<file path="src/rtl/jk_counter_ctrl_pkg.sv">
`default_nettype none
// ============================================================================
// Module      : jk_counter_ctrl_pkg
// Description : Shared encodings for the JK counter controller: command modes
//               and sequencer states.
// Revision    : 1.0 - initial release
// ============================================================================
package jk_counter_ctrl_pkg;

    // Command mode encodings (cmd_mode)
    localparam logic [1:0] MODE_HOLD = 2'b00;
    localparam logic [1:0] MODE_UP   = 2'b01;
    localparam logic [1:0] MODE_DOWN = 2'b10;
    localparam logic [1:0] MODE_LOAD = 2'b11;

    // Sequencer states
    typedef enum logic [1:0] {
        S_IDLE = 2'b00,
        S_RUN  = 2'b01,
        S_DONE = 2'b10
    } state_t;

endpackage : jk_counter_ctrl_pkg
`default_nettype wire

</file>
<file path="src/rtl/jk_counter_ctrl_cell.sv">
`default_nettype none
// ============================================================================
// Module      : jk_cell
// Description : Single JK flip-flop with synchronous active-high reset.
//               Excitation {j,k}: 00 hold, 01 reset, 10 set, 11 toggle.
// Ports       : clk - clock, rising edge
//               rst - synchronous active-high reset (q -> 0)
//               j,k - excitation inputs
//               q   - cell output
// Revision    : 1.0 - initial release
// ============================================================================
module jk_cell (
    input  logic clk,
    input  logic rst,
    input  logic j,
    input  logic k,
    output logic q
);

    always_ff @(posedge clk) begin
        if (rst) begin
            q <= 1'b0;
        end else begin
            case ({j, k})
                2'b01:   q <= 1'b0;
                2'b10:   q <= 1'b1;
                2'b11:   q <= ~q;
                default: q <= q;
            endcase
        end
    end

endmodule : jk_cell
`default_nettype wire

</file>
<file path="src/rtl/jk_counter_ctrl.sv">
`default_nettype none
// ============================================================================
// Module      : jk_counter_ctrl
// Description : Command-driven sequencer for a WIDTH-bit register built from
//               JK cells. Accepts hold/up/down/load commands with a step
//               count over valid/ready, drives the per-cell {j,k} excitation
//               each RUN cycle, and pulses done on completion.
//               Build option: JKCTRL_SATURATE_EN - up/down saturate at the
//               bounds instead of wrapping.
// Ports       : clk, rst            - clock, synchronous active-high reset
//               cmd_valid/cmd_ready - command handshake
//               cmd_mode            - 00 hold, 01 up, 10 down, 11 load
//               cmd_count           - step count (ignored for load)
//               cmd_data            - load value
//               jk_bus              - {j_i,k_i} at bits [2i+1:2i]
//               q                   - register contents
//               busy, done, tc      - status (done is a 1-cycle pulse)
// Revision    : 1.0 - initial release
// ============================================================================
module jk_counter_ctrl
    import jk_counter_ctrl_pkg::*;
#(
    parameter int WIDTH = 4,
    parameter int CNT_W = 8
) (
    input  logic               clk,
    input  logic               rst,
    input  logic               cmd_valid,
    output logic               cmd_ready,
    input  logic [1:0]         cmd_mode,
    input  logic [CNT_W-1:0]   cmd_count,
    input  logic [WIDTH-1:0]   cmd_data,
    output logic [2*WIDTH-1:0] jk_bus,
    output logic [WIDTH-1:0]   q,
    output logic               busy,
    output logic               done,
    output logic               tc
);

    localparam logic [WIDTH-1:0] c_q_one   = {{(WIDTH-1){1'b0}}, 1'b1};
    localparam logic [CNT_W-1:0] c_rem_one = {{(CNT_W-1){1'b0}}, 1'b1};

    state_t             r_state;
    logic [1:0]         r_mode;
    logic [CNT_W-1:0]   r_rem;
    logic [WIDTH-1:0]   r_data;

    logic [WIDTH-1:0]   w_next;
    logic [2*WIDTH-1:0] w_jk;
    logic               w_all_ones;
    logic               w_zero;

    assign w_all_ones = &q;
    assign w_zero     = ~|q;

    // Value the register should hold after the current RUN step
    always_comb begin
        w_next = q;
        case (r_mode)
`ifdef JKCTRL_SATURATE_EN
            MODE_UP:   w_next = w_all_ones ? q : (q + c_q_one);
            MODE_DOWN: w_next = w_zero     ? q : (q - c_q_one);
`else
            MODE_UP:   w_next = q + c_q_one;
            MODE_DOWN: w_next = q - c_q_one;
`endif
            MODE_LOAD: w_next = r_data;
            default:   w_next = q;
        endcase
    end

    // Set only bits that must rise, reset only bits that must fall; the
    // toggle code can never appear because a bit cannot both rise and fall.
    always_comb begin
        w_jk = '0;
        if (r_state == S_RUN) begin
            for (int i = 0; i < WIDTH; i++) begin
                w_jk[2*i+1] = w_next[i] & ~q[i];
                w_jk[2*i]   = ~w_next[i] & q[i];
            end
        end
    end

    assign jk_bus = w_jk;

    generate
        for (genvar gi = 0; gi < WIDTH; gi++) begin : g_cell
            jk_cell u_cell (
                .clk (clk),
                .rst (rst),
                .j   (w_jk[2*gi+1]),
                .k   (w_jk[2*gi]),
                .q   (q[gi])
            );
        end
    endgenerate

    // Sequencer
    always_ff @(posedge clk) begin
        if (rst) begin
            r_state <= S_IDLE;
            r_mode  <= MODE_HOLD;
            r_rem   <= '0;
            r_data  <= '0;
        end else begin
            case (r_state)
                S_IDLE: begin
                    if (cmd_valid) begin
                        r_mode <= cmd_mode;
                        r_data <= cmd_data;
                        if (cmd_mode == MODE_LOAD) begin
                            r_rem   <= c_rem_one;
                            r_state <= S_RUN;
                        end else if (cmd_count == '0) begin
                            r_rem   <= '0;
                            r_state <= S_DONE;
                        end else begin
                            r_rem   <= cmd_count;
                            r_state <= S_RUN;
                        end
                    end
                end
                S_RUN: begin
                    r_rem <= r_rem - c_rem_one;
                    if (r_rem == c_rem_one) begin
                        r_state <= S_DONE;
                    end
                end
                S_DONE: begin
                    r_state <= S_IDLE;
                end
                default: begin
                    r_state <= S_IDLE;
                end
            endcase
        end
    end

    assign cmd_ready = (r_state == S_IDLE);
    assign busy      = (r_state == S_RUN);
    assign done      = (r_state == S_DONE);
    assign tc        = (r_state == S_RUN) &&
                       (((r_mode == MODE_UP)   && w_all_ones) ||
                        ((r_mode == MODE_DOWN) && w_zero));

endmodule : jk_counter_ctrl
`default_nettype wire

</file>
<file path="config.mk">
export PLATFORM = sky130hd
export DESIGN_NAME = jk_counter_ctrl
export DESIGN_NICKNAME = d
export VERILOG_FILES = /design/src/rtl/jk_counter_ctrl_pkg.sv /design/src/rtl/jk_counter_ctrl_cell.sv /design/src/rtl/jk_counter_ctrl.sv
export SDC_FILE = /design/constraint.sdc
export NUM_CORES = 1
export LEC_CHECK = 0
export CAP_MARGIN = 20
export CORE_ASPECT_RATIO = 0.5
export CORE_MARGIN = 4
export CORE_UTILIZATION = 45
export CTS_CLUSTER_SIZE = 12
export DETAILED_ROUTE_END_ITERATION = 10
export HOLD_SLACK_MARGIN = 0.05
export PLACE_DENSITY_LB_ADDON = 0.08
export SETUP_SLACK_MARGIN = 0.02
export SYNTH_ARGS = -nofsm -noshare
export SYNTH_HDL_FRONTEND = slang
export SYNTH_SLANG_ARGS = --single-unit
</file>
<file path="constraint.sdc">
create_clock -name clk -period 1.85 [get_ports clk]
set_input_delay 0.2775 -clock clk [delete_from_list [all_inputs] [get_ports clk]]
set_output_delay 0.2775 -clock clk [all_outputs]
set_load 0.01 [all_outputs]
</file>
; Word-level counts from Yosys, hierarchy flattened
; Index checks and enable logic that the tools add are counted.
[word_totals]
ff_bits = 20
latchBits = 0
mem_bits_rw = 0
romBits = 0
inputBits = 17
word_cells = 80
mem_count = 0
[op_classes]
n_addsub = 3
mul = 0
div = 0
n_lt_le_gt_ge = 0
n_eq_ne = 21
shift = 0
mux = 15
bitwise_logic = 16
n_reduce_logical = 17
[op_table]
columns = op, count
row1 = $mux W8, 4
row2 = $eq A2 B2 Y1 const B, 12
row3 = $pmux W8 S2, 1
row4 = $eq A2 B1 Y1 const B, 6
row5 = $pmux W1 S3, 4
row6 = $pmux W4 S3, 1
row7 = $reduce_bool A3 Y1, 4
row8 = $and A1 B1 Y1, 8
row9 = $eq A8 B1 Y1 const B, 1
row10 = $logic_not A8 Y1, 1
row11 = $mux W2, 4
row12 = $not A1 Y1, 8
row13 = $sub A8 B1 Y8 const B, 1
row14 = $reduce_and A2 Y1, 3
row15 = $add A4 B1 Y4 const B, 1
row16 = $pmux W2 S2, 1
row17 = $reduce_and A4 Y1, 1
row18 = $reduce_or A4 Y1, 1
row19 = $sub A4 B1 Y4 const B, 1
row20 = $logic_and A1 B1 Y1, 3
row21 = $logic_not A2 Y1, 1
row22 = $ne A2 B1 Y1 const B, 1
row23 = $ne A2 B2 Y1 const B, 1
row24 = $reduce_bool A2 Y1, 1
row25 = 2 further kinds, 2

; Logic depth before layout (Yosys ltp)
; Gate-level depths: netlist of run 1.
[logic_depth]
word_depth = 7
depth_mapped = 9
mapped_depth_nobuf = 8

; Cells and area by module
; Synthesis of run 1 repeated with hierarchy kept, for this count alone.
[hier_totals]
cells_unflattened = 147
hier_area_um2 = 1204.9
[modules_own_cells]
columns = mod, n_inst, cells_each, area_per_inst_um2, seq_area_each_um2
row1 = jk_counter_ctrl, 1, 135, 1079.8, 320.3
row2 = jk_cell, 4, 3, 31.3, 20.0

; Least setup slack after synthesis of run 1
; OpenSTA, ideal clock, no wires.
[synth_path]
kind = flip-flop to output port
start = register r_mode[0]
end = output jk_bus[4]
arrival_ns = 1.723
slack_ns = -0.150
path_stages_with_launch = 10
path_cell_list = dfxtp_1 -> inv_1 -> ha_1 -> xor2_1 -> ha_1 -> a21oi_1 -> xnor2_1 -> a22oi_1 -> and3_2 -> buf_4
[synth_via]
elab_chain_len = 5
word_cells_on_any_way = 7
[synth_rtl]
columns = item, line_no
row1 = "start, declared", jk_counter_ctrl.sv:44  ; logic [1:0] r_mode;
row2 = "start signal, assigned", jk_counter_ctrl.sv:109  ; r_mode <= cmd_mode;
row3 = $eq A2 B2 Y1 / $eq A2 B1 Y1 (equally long branches), jk_counter_ctrl.sv:59  ; case (r_mode)
row4 = $pmux W4 S3 (*), jk_counter_ctrl.sv:59
row5 = $not A1 Y1 (*), jk_counter_ctrl.sv:79  ; w_jk[2*i] = ~w_next[i] & q[i];
row6 = $and A1 B1 Y1 (*), jk_counter_ctrl.sv:79
row7 = $mux W8 (*), jk_counter_ctrl.sv:76  ; if (r_state == S_RUN) begin
row8 = "end, declared", jk_counter_ctrl.sv:33  ; output logic [2*WIDTH-1:0] jk_bus,
; Every way passes the cells marked *; elsewhere a longest branch is shown, timed or not.

; Worst setup path in the final report of run 1
; Same ends and word-level chain as after synthesis.

==> results.toml, run 1 <==
[clock_network]
htree_levels = 1
clk_latency_ns = 0.26
clk_pin_slew_ns = 0.08
cts_hold_buf = 0
cts_buffers = 3
cts_root_buf = "clkbuf_8"
clk_path_buf_depth = 2
cts_sinks = 20
cts_tree = "done"

[timing]
min_period_ns = 2.13
hold_slack_ns = 0.460
setup_viol = 8
worst_pin_slew_ns = 0.340
min_period_over_period = 1.15
slew_violations = 0
max_freq_mhz = 469
skew_ns = 0.00280
setup-tns-final_ns = -1.41
hold_viol = 0
slew_headroom = 0.767
rsz0062_at_grt = "true"
setup_slack_ns = -0.282

[routing]
routed_wl_mm = 3.73
vias_per_cell = 5.31
wl_met3_um = 179
top_layer = "met4"
routedLengthMet1_mm = 1.73
ant_nets = 0
drt-initial-drc-count = 41
wl_per_cell_um = 14.0
drc_errors = 0
drt_first_pass_iters = 4
via_count = 1413
dr_wl_met2_mm = 1.78

[floorplanning]
row_count = 14
ios = 33
start_util = 0.471
dieArea_sq_mm = 0.00415
core-area_sq_mm = 0.00300
die_h_um = 47.6
die_w_um = 87.2

[logic_synthesis]
synth_edf_count = 0
ys.flop_type = "dfxtp_1"
ys_warn_count = 0
synth_area_leaders = "dfxtp_1 (28%), a21oi_1 (7.4%), ha_1 (7.1%)"
synthMuxAreaShare = 0
synth_seq_cells = 20
synthesis.nets = 202
synth_top_family_by_area = "compound AO/OA/AOI/OAI gates"
synthArstFlopShare = 0
ys_types = 46
yosysSeqAreaShare = 0.284
synth_fa_ha_area_frac = 0.0709
synth_compound_area_frac = 0.248
syn_area_per_cell_sq_um = 7.97
synth-simple-area-share = 0.242
synth_xor_area_frac = 0.0248
synth_area_leader_cell = "dfxtp_1"
synthCells = 177
syn_area_sq_mm = 0.00141
synth_top_area_frac = 0.284

[worst_setup_path]
crit_required_ns = 1.57
crit_type = "flop to primary output"
rrSetupSlack_ns = 0.16
arrival_ns = 1.85
crit_fanout = 5
cp-end-kind = "primary output"
worstSetupStartpointType = "flop"

[global_routing]
grt_pass1_vias = 1303
grt_pass1_wl_mm = 5.80
track_usage = 0.184
overflow = 0
grt_antenna_before_repair = 0
grt_max_degree = 15

[layout]
final_cell_mix = "buf_4 (30), clkdlybuf4s50_1 (22), a21oi_1 (20), nand2_1 (20), dfxtp_1 (18)"
num-nets-final = 253
diodes = 0
fillCellCount = 256
layout-drive-gt1-share = 0.314
finalNonFillerCells = 266
final_common_cell = "buf_4"
area_delta_synth_final_pct = 41.5
final_area_sq_mm = 0.00200

[power_and_ir_drop]
ir_drop_mv = 0.363
power_density_mw_per_mm2 = 630
power.leakage_uw = 0.000822

[run_status]
violations = "setup timing"
status = "finished, violations left"

[place]
gp_congestion = 0.811
port_buffers = 32
hpwl_mm = 2.83
placed_cell_area_sq_mm = 0.00185
post-place-cells = 257

[worst_hold_path]
hp-class = "flop to flop"

[job]
max_cap_viol_count = 0
[layer usage]
layer | track usage | up-vias
li1 | - | 721
met1 | 0.213 | 663
met2 | 0.341 | 24
met3 | 0.0481 | 5
met4 | 0.0734 | 0
met5 | 0 | -
[report_power, final]
| part | internal (uW) | switching [uW] | leakage (uW) |
|---|---|---|---|
| registers | 468 | 40.7 | 0.000165 |
| clock network | 146 | 156 | 0.0000216 |
| logic | 230 | 217 | 0.000635 |
[final timing paths]
| check | startpoint | to | cells past startpoint |
|---|---|---|---|
| max | r_mode[0] | jk_bus[4] | 9 |
| min | r_data[1] | r_data[1] | 2 |
| max reg2reg | r_mode[0] | g_cell[3].u_cell.q | 8 |
| min reg2reg | r_data[1] | r_data[1] | 2 |
[worst max-delay path, stage by stage, from the launching register on]
cell and delay, ns:
dfxtp_2 0.36, inv_4 0.05, ha_4 0.17, xor2_1 0.14, ha_2 0.18, a21oi_2 0.12
xnor2_1 0.09, a22oi_2 0.18, and3_4 0.22, buf_6 0.09
[synth_stat cells, types with 2 or more instances]
cell and instances:
nor3b_2 2, nor3_1 5, clkbuf_8 2, ha_1 8, xor2_1 2, nor2_1 16
inv_1 10, nand2b_1 2, o21ai_0 5, buf_4 12, a211oi_1 4, a21oi_1 21
nand2_1 21, o211ai_1 2, o21bai_1 2, a22oi_1 3, xnor2_1 2, and3_2 2
a32oi_1 2, and3_1 3, buf_2 2, nand3b_1 2, a31oi_1 2, nand3_1 4
dfxtp_1 20
[final cells by class]
class,instances,area [sq um],area share
Tap cell,40,50.0,0.0251
Timing Repair Buffer,64,532,0.266
Inverter,11,48.8,0.0244
Clock buffer,3,41.3,0.0207
Sequential cell,20,405,0.203
Multi-Input combinational cell,128,920,0.461
[through the flow]
| stage | power (uW) | worst slack (ns) | utilization |
|---|---|---|---|
| 6_report | 1260 | -0.282 | 0.667 |
| 5_1_grt | 1320 | -0.364 | 0.667 |
| 4_1_cts | 1250 | -0.263 | 0.647 |
| 3_5_place_dp | 921 | -0.480 | 0.618 |
| 3_3_place_gp | 916 | -0.427 | 0.618 |
| 2_1_floorplan | 752 | 0.00120 | - |
[state kept, by name, summed over array words and instances (netlist names)]
register / flops
r_rem: 8
r_mode: 2
r_state: 2
g_cell.u_cell.q: 4
r_data: 4
[cells by family after synthesis]
logic type                 count (synthesis)
DFF                                       20
adders and majority gates                  8
AOI/OAI and AO/OA                         52
xor gates and xnor gates                   4
and+or+nand+nor                           64
buffers and inverters                     29
[timing repair]
action                     in CTS  in global routing
pin swaps                       7                  3
resized for setup              49                 12
setup endpoints to repair       9                 10
buffers inserted                5                  1
Note: power is estimated with default switching activity, not from simulation.
==> run 2, diff against run 1 <==
--- a/config.mk
+++ b/config.mk
@@ -8,7 +8,7 @@
 export CAP_MARGIN = 20
 export CORE_ASPECT_RATIO = 0.5
 export CORE_MARGIN = 4
-export CORE_UTILIZATION = 45
+export CORE_UTILIZATION = 43
 export CTS_CLUSTER_SIZE = 12
 export DETAILED_ROUTE_END_ITERATION = 10
 export HOLD_SLACK_MARGIN = 0.05
@@ -16,4 +16,5 @@
 export SETUP_SLACK_MARGIN = 0.02
 export SYNTH_ARGS = -nofsm -noshare
 export SYNTH_HDL_FRONTEND = slang
+export SYNTH_HIERARCHICAL = 1
 export SYNTH_SLANG_ARGS = --single-unit
==> results.toml, run 2 <==
[layout]
largest_reg_flops = 8
diodes = 0
multi_input_area_sq_um = 968
fillCellCount = 164
finalNonFillerCells = 256
layout-drive-gt1-share = 0.406
top_regs = "r_rem (8), g_cell.u_cell/q (4), r_data (4)"
final_common_cell = "buf_4"
top_register = "r_rem"
area_delta_synth_final_pct = 74.7
num-nets-final = 246
register_area_sq_um = 407
final_cell_mix = "buf_4 (36), clkdlybuf4s50_1 (22), nor2_1 (21)"

[routing]
via_count = 1440
vias_per_cell = 5.63
ant_nets = 0
drt_first_pass_iters = 4
routed_wl_mm = 4.52
drt-initial-drc-count = 69
drc_errors = 0
wl_per_cell_um = 17.7

[floorplanning]
ios = 33
core-area_sq_mm = 0.00264
die_h_um = 45.4
row_count = 13
dieArea_sq_mm = 0.00376
die_w_um = 82.9
start_util = 0.457

[logic_synthesis]
synth_area_leader_cell = "dfxtp_1"
synthMuxAreaShare = 0.0415
synthTopCellsByCount = "nor2_1 (23), dfxtp_1 (20), a21oi_1 (12)"
syn_area_per_cell_sq_um = 8.20
synthArstFlopShare = 0
synthesis.nets = 172
synthCells = 147
synth_seq_cells = 20
synth_top_area_frac = 0.332
synth-simple-area-share = 0.232
syn_area_sq_mm = 0.00120
ys.flop_type = "dfxtp_1"
ys_types = 39
synth_edf_count = 0
synth_top_family_by_area = "compound AO/OA/AOI/OAI gates"
yosysSeqAreaShare = 0.332
synth_fa_ha_area_frac = 0.0831
synth_compound_area_frac = 0.248
ys_warn_count = 6
synth_xor_area_frac = 0.0218
synth_area_leaders = "dfxtp_1 (33%), ha_1 (8.3%), nor2_1 (7.2%)"
yosysMostFrequentCell = "nor2_1"

[worst_setup_path]
cp-end-kind = "primary output"
path_cells = "inv_2 > ha_4 > xor2_2 > ha_4 > a21oi_4 > xnor2_1 > a221oi_2 > buf_4 > nor3_4 > buf_2"
cp_num_cells = 10
crit_top_cell = "ha_4"
slowest_stage = "dfxtp_2"
rr_worst_depth = 12
crit_required_ns = 1.57
crit_fanout = 3
arrival_ns = 2.04
critPathTopFamily = "compound AO/OA/AOI/OAI gates"
worstSetupStartpointType = "flop"
crit_type = "flop to primary output"
crit_buf_inv = 3
cp_slowest_stage_delay_ns = 0.33

[clock_network]
cts_hold_buf = 0
cts_root_buf = "clkbuf_8"
cts_buffers = 3
clk_latency_ns = 0.26
htree_levels = 1
clk_path_buf_depth = 2
cts_tree = "done"
clk_pin_slew_ns = 0.07
cts_sinks = 20

[timing]
setup_slack_ns = -0.465
max_freq_mhz = 432
worst_pin_slew_ns = 0.378
slew_violations = 0
min_period_ns = 2.32
slew_headroom = 0.742
setup_viol = 10
rsz0062_at_grt = "true"
setup-tns-final_ns = -2.22
skew_ns = 0.00166
hold_viol = 0
min_period_over_period = 1.25

[place]
post-place-cells = 244
hpwl_mm = 2.66
gp_congestion = 0.861
port_buffers = 32

[worst_hold_path]
hold_depth = 1
hp-class = "flop to flop"

[run_status]
status = "finished, violations left"
violations = "setup timing"

[power_and_ir_drop]
combPwrFrac = 0.374
pwr-share-seq = 0.402
clkPwrFrac = 0.224
p_switching_uw = 424
power_density_mw_per_mm2 = 609
p_int_uw = 857
power.leakage_uw = 0.000854
ir_drop_mv = 0.387
sw_frac_of_total = 0.331

[global_routing]
overflow = 0
grt_antenna_before_repair = 0
track_usage = 0.241
grt_pass1_vias = 1447
grt_max_degree = 11
grt_pass1_wl_mm = 7.04

[job]
max_cap_viol_count = 0
run 2: cells by family after synthesis:
family,Yosys count
XOR/XNOR,3
flip-flops,20
buffers and inverters,12
multiplexers,5
AO/OA/AOI/OAI,44
adder cells (fa/ha/maj),8
AND/OR/NAND/NOR,55
run 2: layout make-up:
cell class / instances / share of cell area
flip-flops and latches: 20 / 0.193
clock buffers: 3 / 0.0196
inverters: 9 / 0.0172
multi-input cells: 115 / 0.460
well taps: 37 / 0.0220
repair buffers: 72 / 0.288
run 2: stage by stage:
step	util	hold WS [ns]	worst slack (ns)	power, uW	area [sq um]
2_1_floorplan	-	0.356	-0.0183	721	1230
3_3_place_gp	0.690	0.473	-0.476	898	1820
3_5_place_dp	0.690	0.476	-0.517	906	1820
4_1_cts	0.773	0.486	-0.364	1250	2040
5_1_grt	0.799	0.506	-0.493	1350	2100
6_report	0.799	0.488	-0.465	1280	2100
run 2: timing repair:
item	4_1_cts	5_1_grt
hold endpoints to repair	0	0
buffers inserted	8	4
pin swaps	15	15
gates resized for setup	67	17
endpoints found under the setup margin	10	13
run 2: routing by layer:
metal	wire length, um	share of wire	global-route usage	vias to the layer above
met5	0	0	0	-
met4	146	0.032	0.104	0
met3	240	0.053	0.0740	19
met2	2190	0.48	0.443	60
met1	1950	0.43	0.270	669
li1	-	-	-	692
run 2: final timing paths:
check,startpoint,endpoint,slack (ns)
worst max-delay path,r_mode[0],jk_bus[5],-0.47
worst min-delay path,r_rem[6],r_rem[6],0.49
worst max register to register,r_mode[0],g_cell[3].u_cell/q,-0.12
worst min register to register,r_rem[6],r_rem[6],0.49
run 2: power by group through the flow:
| stage | sequential (uW) | clock [uW] | combinational [uW] |
|---|---|---|---|
| 2_1_floorplan | 517 | 0 | 204 |
| 3_3_place_gp | 519 | 0 | 379 |
| 3_5_place_dp | 519 | 0 | 387 |
| 4_1_cts | 512 | 291 | 443 |
| 5_1_grt | 522 | 308 | 522 |
| 6_report | 515 | 287 | 479 |
==> run 3, diff against run 2 <==
--- a/config.mk
+++ b/config.mk
@@ -6,9 +6,11 @@
 export NUM_CORES = 1
 export LEC_CHECK = 0
 export CAP_MARGIN = 20
+export CELL_PAD_IN_SITES_DETAIL_PLACEMENT = 1
+export CELL_PAD_IN_SITES_GLOBAL_PLACEMENT = 1
 export CORE_ASPECT_RATIO = 0.5
 export CORE_MARGIN = 4
-export CORE_UTILIZATION = 43
+export CORE_UTILIZATION = 31
 export CTS_CLUSTER_SIZE = 12
 export DETAILED_ROUTE_END_ITERATION = 10
 export HOLD_SLACK_MARGIN = 0.05
==> results.toml, run 3 (synthesis results as in run 2) <==
[run_status]
status = "finished, violations left"
violations = "setup timing"

[power_and_ir_drop]
sw_frac_of_total = 0.331
clkPwrFrac = 0.243
pwr-share-seq = 0.412
p_switching_uw = 413
ir_drop_mv = 0.277
power_density_mw_per_mm2 = 635
p_int_uw = 834
power.leakage_uw = 0.000806
p_total_uw = 1250
combPwrFrac = 0.345

[timing]
skew_ns = 0.00619
min_period_over_period = 1.21
worst_pin_slew_ns = 0.408
slew_violations = 0
setup_viol = 10
min_period_ns = 2.24
max_freq_mhz = 446
setup_slack_ns = -0.393
setup-tns-final_ns = -1.91
hold_viol = 0
rsz0062_at_grt = "true"
slew_headroom = 0.721

[worst_hold_path]
hp-class = "flop to flop"

[clock_network]
cts_hold_buf = 0
htree_levels = 1
clk_path_buf_depth = 2
clk_latency_ns = 0.26
cts_root_buf = "clkbuf_8"
cts_tree = "done"
cts_buffers = 3
clk_pin_slew_ns = 0.08
cts_sinks = 20

[floorplanning]
core-area_sq_mm = 0.00358
start_util = 0.336
row_count = 15
dieArea_sq_mm = 0.00501
ios = 33
die_w_um = 96.2
die_h_um = 52.1

[layout]
largest_reg_flops = 8
multi_input_area_sq_um = 855
top_register = "r_rem"
finalNonFillerCells = 266
final_area_sq_mm = 0.00196
area_delta_synth_final_pct = 63.0
register_area_sq_um = 404
top_regs = "r_rem (8), g_cell.u_cell/q (4), r_data (4)"
layout-drive-gt1-share = 0.353
final_cell_mix = "buf_4 (36), nor2_1 (22), clkdlybuf4s50_1 (22)"
fillCellCount = 443
final_common_cell = "buf_4"
num-nets-final = 242
diodes = 0

[routing]
routed_wl_mm = 4.38
drc_errors = 0
wl_per_cell_um = 16.5
ant_nets = 0
vias_per_cell = 5.25
via_count = 1396
drt_first_pass_iters = 4
drt-initial-drc-count = 27

[worst_setup_path]
arrival_ns = 1.97
worstSetupStartpointType = "flop"
crit_required_ns = 1.57
crit_fanout = 2
cp-end-kind = "primary output"
crit_type = "flop to primary output"

[global_routing]
grt_antenna_before_repair = 0
track_usage = 0.191
grt_max_degree = 11
grt_pass1_wl_mm = 7.27
overflow = 0
grt_pass1_vias = 1449

[place]
post-place-cells = 258
placed_cell_area_sq_mm = 0.00184
gp_congestion = 0.795
hpwl_mm = 3.17
port_buffers = 32
place_ws_ns = -0.552

[job]
max_cap_viol_count = 0
[run 3: changes by cell type in the layout (fill, tap and decap cells not counted), moves of 2 or more]
cell,previous run,this run
a21oi_4,2,0
buf_6,6,2
ha_2,0,2
ha_4,4,2
nor3_2,0,3
nor3_4,3,0
o21ai_1,0,2
o21ai_2,2,0
[run 3: repair_timing]
action | in CTS | in global routing
setup endpoints to repair | 9 | 12
setup buffers | 1 | 4
pin swaps | 8 | 8
hold endpoints to repair | 0 | 0
cloned | 0 | 0
gates resized for setup | 50 | 8
[run 3: worst paths after layout]
kind                   from            endpoint  slack (ns)  depth (start not counted)
setup reg to reg  r_mode[0]  g_cell[2].u_cell/q       -0.02                         10
hold reg to reg    r_rem[6]            r_rem[6]        0.49                          1
setup / recovery  r_mode[0]           jk_bus[4]       -0.39                          9
hold / removal     r_rem[6]            r_rem[6]        0.49                          1
[run 3: routing by layer]
metal	vias up	global-route usage	share of wire
met2	34	0.335	0.50
li1	686	-	-
met5	-	0	0
met4	0	0.0519	0.0073
met1	672	0.235	0.44
met3	4	0.0448	0.046
[run 3: power by group through the flow]
stage | Sequential (uW) | Combinational [uW] | Clock, uW
3_3_place_gp | 520 | 387 | 0
5_1_grt | 520 | 477 | 333
4_1_cts | 512 | 416 | 309
2_1_floorplan | 517 | 204 | 0
6_report | 514 | 430 | 302
3_5_place_dp | 521 | 398 | 0
[run 3: worst max-delay path: stages, from the launching register on]
cell and delay (ns):
dfxtp_2 0.34, inv_2 0.05, ha_4 0.16, xor2_1 0.16
ha_2 0.17, a21oi_2 0.11, xnor2_1 0.09, a221oi_2 0.28
and3_4 0.24, buf_6 0.10
[run 3: final cells by class]
cell class,instances,share of cell area
multi-input combinational,115,0.435
timing repair buffer,68,0.289
sequential,20,0.206
tap,51,0.0325
clock buffer,3,0.0210
inverter,9,0.0172
[run 3: through the flow]
stage	hold slack [ns]	util
6_report	0.493	0.548
5_1_grt	0.521	0.548
4_1_cts	0.499	0.534
3_5_place_dp	0.485	0.512
3_3_place_gp	0.475	0.512
2_1_floorplan	0.356	-
